`config.mk`:
```
export PLATFORM = sky130hd
export DESIGN_NAME = result_writeback_master
export DESIGN_NICKNAME = d
export VERILOG_FILES = /design/src/rtl/result_writeback_master.sv
export SDC_FILE = /design/constraint.sdc
export NUM_CORES = 1
export LEC_CHECK = 0
export ABC_AREA = 0
export CORE_MARGIN = 2
export CORE_UTILIZATION = 30
export DETAILED_ROUTE_END_ITERATION = 7
export GPL_TIMING_DRIVEN = 0
export PLACE_DENSITY = 0.52
export SLEW_MARGIN = 20
export SYNTH_ARGS = -nofsm -noshare
export SYNTH_HDL_FRONTEND = slang
export SYNTH_SLANG_ARGS = --single-unit
```
`constraint.sdc`:
```
create_clock -name clk -period 9.4 [get_ports clk]
set_clock_uncertainty 0.2 [all_clocks]
set_input_delay 1.88 -clock clk [delete_from_list [all_inputs] [get_ports clk]]
set_output_delay 1.88 -clock clk [all_outputs]
set_load 0.03 [all_outputs]
```
`src/rtl/result_writeback_master.sv`:
```
// Avalon-MM write master that snapshots DEPTH results plus their sum
// and writes them back as DEPTH+1 single-beat word writes, sum last.
module result_writeback_master #(
  parameter int DEPTH      = 8,
  parameter int RES_WIDTH  = 24,
  parameter int DATA_WIDTH = 32,
  parameter int ADDR_WIDTH = 32,
  parameter logic [ADDR_WIDTH-1:0] BASE_ADDR = '0
) (
  input  logic                    clk,
  input  logic                    rst,
  input  logic                    start,
  input  logic [RES_WIDTH-1:0]    c_vector [0:DEPTH-1],
  input  logic [RES_WIDTH-1:0]    sum,
  output logic [ADDR_WIDTH-1:0]   avm_address,
  output logic                    avm_write,
  output logic [DATA_WIDTH-1:0]   avm_writedata,
  output logic [DATA_WIDTH/8-1:0] avm_byteenable,
  input  logic                    avm_waitrequest,
  output logic                    busy,
  output logic                    wb_done
);

  localparam int IDX_W = $clog2(DEPTH + 1);
  localparam logic [IDX_W-1:0] LAST = IDX_W'(DEPTH);
  localparam logic [ADDR_WIDTH-1:0] STEP = ADDR_WIDTH'(4);

  typedef enum logic [1:0] {
    IDLE,
    WRITE,
    DONE
  } state_t;

  state_t state_q, state_d;

  logic [IDX_W-1:0]      idx_q, idx_d;
  logic [RES_WIDTH-1:0]  cap_c_q [0:DEPTH-1];
  logic [RES_WIDTH-1:0]  cap_c_d [0:DEPTH-1];
  logic [RES_WIDTH-1:0]  cap_sum_q, cap_sum_d;
  logic [ADDR_WIDTH-1:0] addr_q, addr_d;
  logic [DATA_WIDTH-1:0] data_q, data_d;
  logic                  write_q, write_d;
  logic                  busy_q, busy_d;
  logic                  done_q, done_d;

  logic                  accept;
  logic [IDX_W-1:0]      nxt_idx;
  logic [RES_WIDTH-1:0]  nxt_res;

  assign accept  = write_q & ~avm_waitrequest;
  assign nxt_idx = idx_q + IDX_W'(1);

  // Element for the beat after the current one; sum once past the results
  always_comb begin
    nxt_res = cap_sum_q;
    for (int i = 0; i < DEPTH; i++) begin
      if (nxt_idx == IDX_W'(i)) begin
        nxt_res = cap_c_q[i];
      end
    end
  end

  always_comb begin
    state_d   = state_q;
    idx_d     = idx_q;
    cap_c_d   = cap_c_q;
    cap_sum_d = cap_sum_q;
    addr_d    = addr_q;
    data_d    = data_q;
    write_d   = write_q;
    busy_d    = busy_q;
    done_d    = done_q;
    unique case (state_q)
      IDLE: begin
        write_d = 1'b0;
        busy_d  = 1'b0;
        done_d  = 1'b0;
        if (start) begin
          cap_c_d   = c_vector;
          cap_sum_d = sum;
          idx_d     = '0;
          addr_d    = BASE_ADDR;
          data_d    = DATA_WIDTH'(c_vector[0]);
          write_d   = 1'b1;
          busy_d    = 1'b1;
          state_d   = WRITE;
        end
      end
      WRITE: begin
        if (accept) begin
          if (idx_q == LAST) begin
            write_d = 1'b0;
            done_d  = 1'b1;
            state_d = DONE;
          end else begin
            idx_d  = nxt_idx;
            addr_d = addr_q + STEP;
            data_d = DATA_WIDTH'(nxt_res);
          end
        end
      end
      DONE: begin
        done_d  = 1'b0;
        busy_d  = 1'b0;
        state_d = IDLE;
      end
      default: begin
        write_d = 1'b0;
        busy_d  = 1'b0;
        done_d  = 1'b0;
        state_d = IDLE;
      end
    endcase
  end

  always_ff @(posedge clk or posedge rst) begin
    if (rst) begin
      state_q   <= IDLE;
      idx_q     <= '0;
      cap_c_q   <= '{default: '0};
      cap_sum_q <= '0;
      addr_q    <= BASE_ADDR;
      data_q    <= '0;
      write_q   <= 1'b0;
      busy_q    <= 1'b0;
      done_q    <= 1'b0;
    end else begin
      state_q   <= state_d;
      idx_q     <= idx_d;
      cap_c_q   <= cap_c_d;
      cap_sum_q <= cap_sum_d;
      addr_q    <= addr_d;
      data_q    <= data_d;
      write_q   <= write_d;
      busy_q    <= busy_d;
      done_q    <= done_d;
    end
  end

  assign avm_address    = addr_q;
  assign avm_writedata  = data_q;
  assign avm_write      = write_q;
  assign avm_byteenable = '1;
  assign busy           = busy_q;
  assign wb_done        = done_q;

endmodule

```
---- Word level (Yosys, flattened, before mapping) ----
Index checks and enable logic that the tools add are counted.
operators by class
  magnitude comparators ................... 0
  reduce and logical (&&, ||, !) cells .... 8
  muxes and demuxes ....................... 32
  equal/unequal tests ..................... 14
  $mul .................................... 0
  div/mod/pow operators ................... 0
  bitwise gates (word level) .............. 3
  add/subtract/negate cells ............... 2
  shift-type cells ........................ 0
operator list
  cell                   count
  $mux 24                8
  $mux 32                6
  $pmux 32 s2            2
  $add 32x3->32 const B  1
  $eq 4x3->1 const B     4
  $mux 4                 3
  $eq 4x2->1 const B     2
  $ne 2x2->1 const B     4
  $pmux 4 s2             1
  $mux 1                 6
  $mux 2                 3
  $reduce_and 3->1       2
  $add 4x1->4 const B    1
  $eq 4x1->1 const B     1
  $eq 4x4->1 const B     1
  $logic_not 4->1        1
  $pmux 2 s2             1
  $reduce_and 2->1       2
  $reduce_and 4->1       1
  $pmux 1 s3             1
  $eq 2x1->1 const B     1
  $eq 2x2->1 const B     1
  $logic_not 2->1        1
  $not 1->1              2
  3 further kinds        3
storage, ports and cells
  memories ................................ 0
  memory bits (writable) .................. 0
  output and inout port bits .............. 71
  word-level logic and storage cells ...... 75
  latch bits .............................. 0
  input bits .............................. 220
  memory bits (read-only) ................. 0
  register bits ........................... 289

---- Logic depth before layout (Yosys ltp) ----
  word-level depth ........................ 13
  mapped depth ............................ 11
  depth with buffers taken out ............ 8

---- Least setup slack after synthesis ----
OpenSTA, ideal clock, no wires.
  kind .................................... input to register
  from .................................... in start
  to ...................................... reg cap_c_q[100] (netlist name)
  required time ........................... 9.075 ns
  stages .................................. 5
  library setup time ...................... 0.125 ns
  slack ................................... 5.903 ns
  data arrival time ....................... 3.172 ns
  path buffers ............................ 3
  cell sequence ........................... nor3b_1 -> clkbuf_1 -> clkbuf_1 -> buf_2 -> mux2_2
on the way
  word-level cells in the longest chain between the ends .. 1
ends and longest elaborated chain
  item                               line  RTL
  start, declared                    12    input logic start,
  $reduce_and 2->1 (no source line)  -
  end signal, assigned               130   cap_c_q <= cap_c_d;
  end, declared                      37    logic [RES_WIDTH-1:0] cap_c_q [0:DEPTH-1];
No other way between the ends.
A chain may end at the register's enable or synchronous reset.

---- Worst setup path in the final report ----
  from .................................... in start
  to ...................................... reg state_q[0]
on the way
  word-level cells in the longest chain between the ends .. 2
ends and longest elaborated chain
  item                               line  RTL
  $ne 2x2->1 (no source line)        -
  $reduce_and 3->1 (no source line)  -
  end signal, assigned               128   state_q <= state_d;
  end, declared                      34    state_t state_q, state_d;
No other way between the ends.

==> results_dict.tcl <==
set metrics [dict create \
    status "completed" \
    synth_cells 1138 \
    synth-async-reset-ratio_pct 100 \
    tns_ps 0 \
    root_buffer "clkbuf_16" \
    arrival_ps 4560 \
    rsz0062_at_grt "no" \
    cts.path.max_buffers 3 \
    ios 291 \
    via_count 10700 \
    place.gp.congestion 0.846 \
    endpoint_kind "flop" \
    start_kind "primary input" \
    cts_tree "built" \
    wl_per_cell_um 22.6 \
    yosys-top-cells-area "dfrtp_1 52%, mux2_2 18%, o22ai_1 1.9%, o21ai_0 1.8%, a222oi_1 1.6%" \
    power_frac_clock_pct 21.1 \
    timing.rr.start "idx_q[0]$_DFFE_PP0P_" \
    cap_violations 0 \
    antenna_found_initial 2 \
    pwr-share-seq_pct 35.3 \
    p_per_area_nw_per_um2 330 \
    postRouteAntennaNets 0 \
    highest_layer "met4" \
    intPower_mw 3.70 \
    hold_slack_ps 296 \
    syn_area_um2 13400 \
    cp_max_fo 10 \
    die_h_um 216 \
    grt_max_degree 34 \
    fmax_mhz 233 \
    drt_iter0_drc 726 \
    area_delta_synth_final_pct 35.8 \
    grt_overflow 0 \
    synth-seq-area-share_pct 52.0 \
    die_w_um 216 \
    drc_errors 0 \
    synth_area_leader_cell "dfrtp_1" \
    post_cts_resized 0 \
    swShare_pct 38.6 \
    vias_per_cell 5.13 \
    wl_met1_um 21700 \
    rr_worst_depth 9 \
    fillers 4217 \
    ir_drop_uv 104 \
    rows 77 \
    pwr-share-comb_pct 43.7 \
    core_um2 44200 \
    clk_latency_ps 550 \
    min_from "busy$_DFFE_PP0N_" \
    final_cell_mix "279 x dfrtp_1, 276 x clkdlybuf4s50_1, 217 x mux2_2, 61 x clkbuf_1, 56 x nor2_1" \
    yosysWarnings 0 \
    p_switching_mw 2.33 \
    cts.clk_slew.worst_paths_ps 60 \
    dieArea_um2 46500 \
    synth_seq_cells 279 \
    setup_viol_count_final 0 \
    cts_setup_buffers 0 \
    finalWirelength_um 47200 \
    synth_ff_type "dfrtp_1" \
    p_leak_nw 7.29 \
    final_common_cell "dfrtp_1" \
    crit_type "primary input to flop" \
    track_usage_pct 20.2 \
    max_slew.worst_pin.slew_ps 919 \
    synth_edf_count 0 \
    power_mw 6.02 \
    synth_top_cell_area_share_pct 52.0 \
    start_util_pct 30.4 \
    cp-startpoint "start" \
    synthDistinctLibCells 71 \
    drive_gt1_share_pct 23.0 \
    h-tree-depth 2 \
    wl_met3_um 2100 \
    grt_pass1_wl_um 70300 \
    hpwl_um 37000 \
    route.met2.wl_um 21900 \
    final-max-slew-violation-count 0 \
    rrSetupSlack_ps 6020 \
    worstHoldPathType "flop to flop" \
    ctsHoldBuffers 0 \
    first_pass_iters 7 \
    hold_viol 0 \
    portBuffers 276 \
    required_ps 9660 \
    clock-sinks 279 \
    finalWorstPathRequiredPeriod_ps 4300 \
    syn_area_per_cell_um2 11.8 \
    tritoncts.num_buffers 35 \
    slew_headroom_pct 38.7 \
    nNetsFinal 1697 \
    holdPathStages 1 \
    finalCritPeriodShare_pct 45.7 \
    grt_pass1_vias 10900 \
]
==> cell families (layout without fill, tap and decap cells) <==
kind of cell	Yosys count	count (layout)	share of synthesized area [%]
fa+ha+maj	5	5	0.466
flops	279	279	52.0
compound gates	270	270	14.3
xor+xnor	26	26	1.70
mux	224	224	18.7
buf+inv	114	457	3.99
simple gates	218	218	8.75
other cells	2	16	0.0559
==> synthesized netlist by cell type (all sizes together), types with 4 or more instances <==
cell / number
a211oi: 23
a21oi: 32
a221o: 18
a221oi: 4
a222oi: 22
and3: 8
and4: 5
buf: 45
clkbuf: 56
dfrtp: 279
ha: 5
inv: 11
mux2: 217
mux2i: 7
nand2: 39
nand3: 39
nand3b: 19
nand4: 7
nor2: 56
nor2b: 4
nor3: 23
o211ai: 6
o21ai: 73
o221ai: 8
o22ai: 41
o31a: 18
xor2: 24
==> power by group through the flow <==
stage                     Sequential [mW]  Clock (mW)  Combinational (mW)
after floorplan                      2.12           0                1.68
after global placement               2.13           0                2.58
after detailed placement             2.14           0                2.62
after CTS                            2.12        1.31                2.63
after global routing                 2.19        1.35                2.84
final                                2.12        1.27                2.63
==> area by class of cell <==
type / instances / area (µm²) / share of cell area (%)
Inverter: 13 / 52.6 / 0.288
Buffer: 101 / 487 / 2.67
Clock inverter: 13 / 92.6 / 0.508
Tap cell: 592 / 741 / 4.06
Antenna cell: 2 / 5.00 / 0.0274
Sequential cell: 279 / 6980 / 38.3
Clock buffer: 45 / 975 / 5.34
Multi-Input combinational cell: 757 / 5950 / 32.6
Timing Repair Buffer: 285 / 2950 / 16.2
==> stage by stage <==
| stage | area, µm² | util, % | worst slack, ps | instances |
|---|---|---|---|---|
| 2_1_floorplan | 13500 | - | 3630 | 1150 |
| 3_3_place_gp | 17000 | 38.4 | 1350 | 2018 |
| 3_5_place_dp | 17200 | 38.8 | 4490 | 2027 |
| 4_1_cts | 18200 | 41.2 | 5070 | 2085 |
| 5_1_grt | 18200 | 41.2 | 4920 | 2087 |
| 6_report | 18200 | 41.2 | 5100 | 2087 |
==> registers in the layout (all words and copies together) (netlist names) <==
signal and cells:
cap_c_q 192, avm_writedata 24, idx_q 4, cap_sum_q 24, wb_done 1, state_q 2
avm_address 30, busy 1, avm_write 1
==> per-layer routing <==
metal / global-route usage, % / vias to the layer above
met1: 27.8 / 5346
met2: 32.1 / 361
met5: 0 / -
met4: 7.49 / 0
met3: 3.02 / 73
li1: - / 4922
==> worst max-delay path: stages <==
cell             delay [ps]
clkdlybuf4s50_1         510
nor3b_1                 250
clkbuf_1                590
clkbuf_1                610
buf_1                   510
o21bai_1                200
==> path summary, 6_finish.rpt <==
path / endpoint
worst max-delay path: state_q[0]$_DFFE_PP0P_
worst min-delay path: busy$_DFFE_PP0N_
worst max register to register: avm_writedata[4]$_DFFE_PP0P_
worst min register to register: busy$_DFFE_PP0N_
max in group asynchronous: cap_c_q[60]$_DFFE_PP0P_
min in group asynchronous: avm_address[8]$_DFFE_PP0P_
No activity file was read; power rests on OpenSTA's default activity.
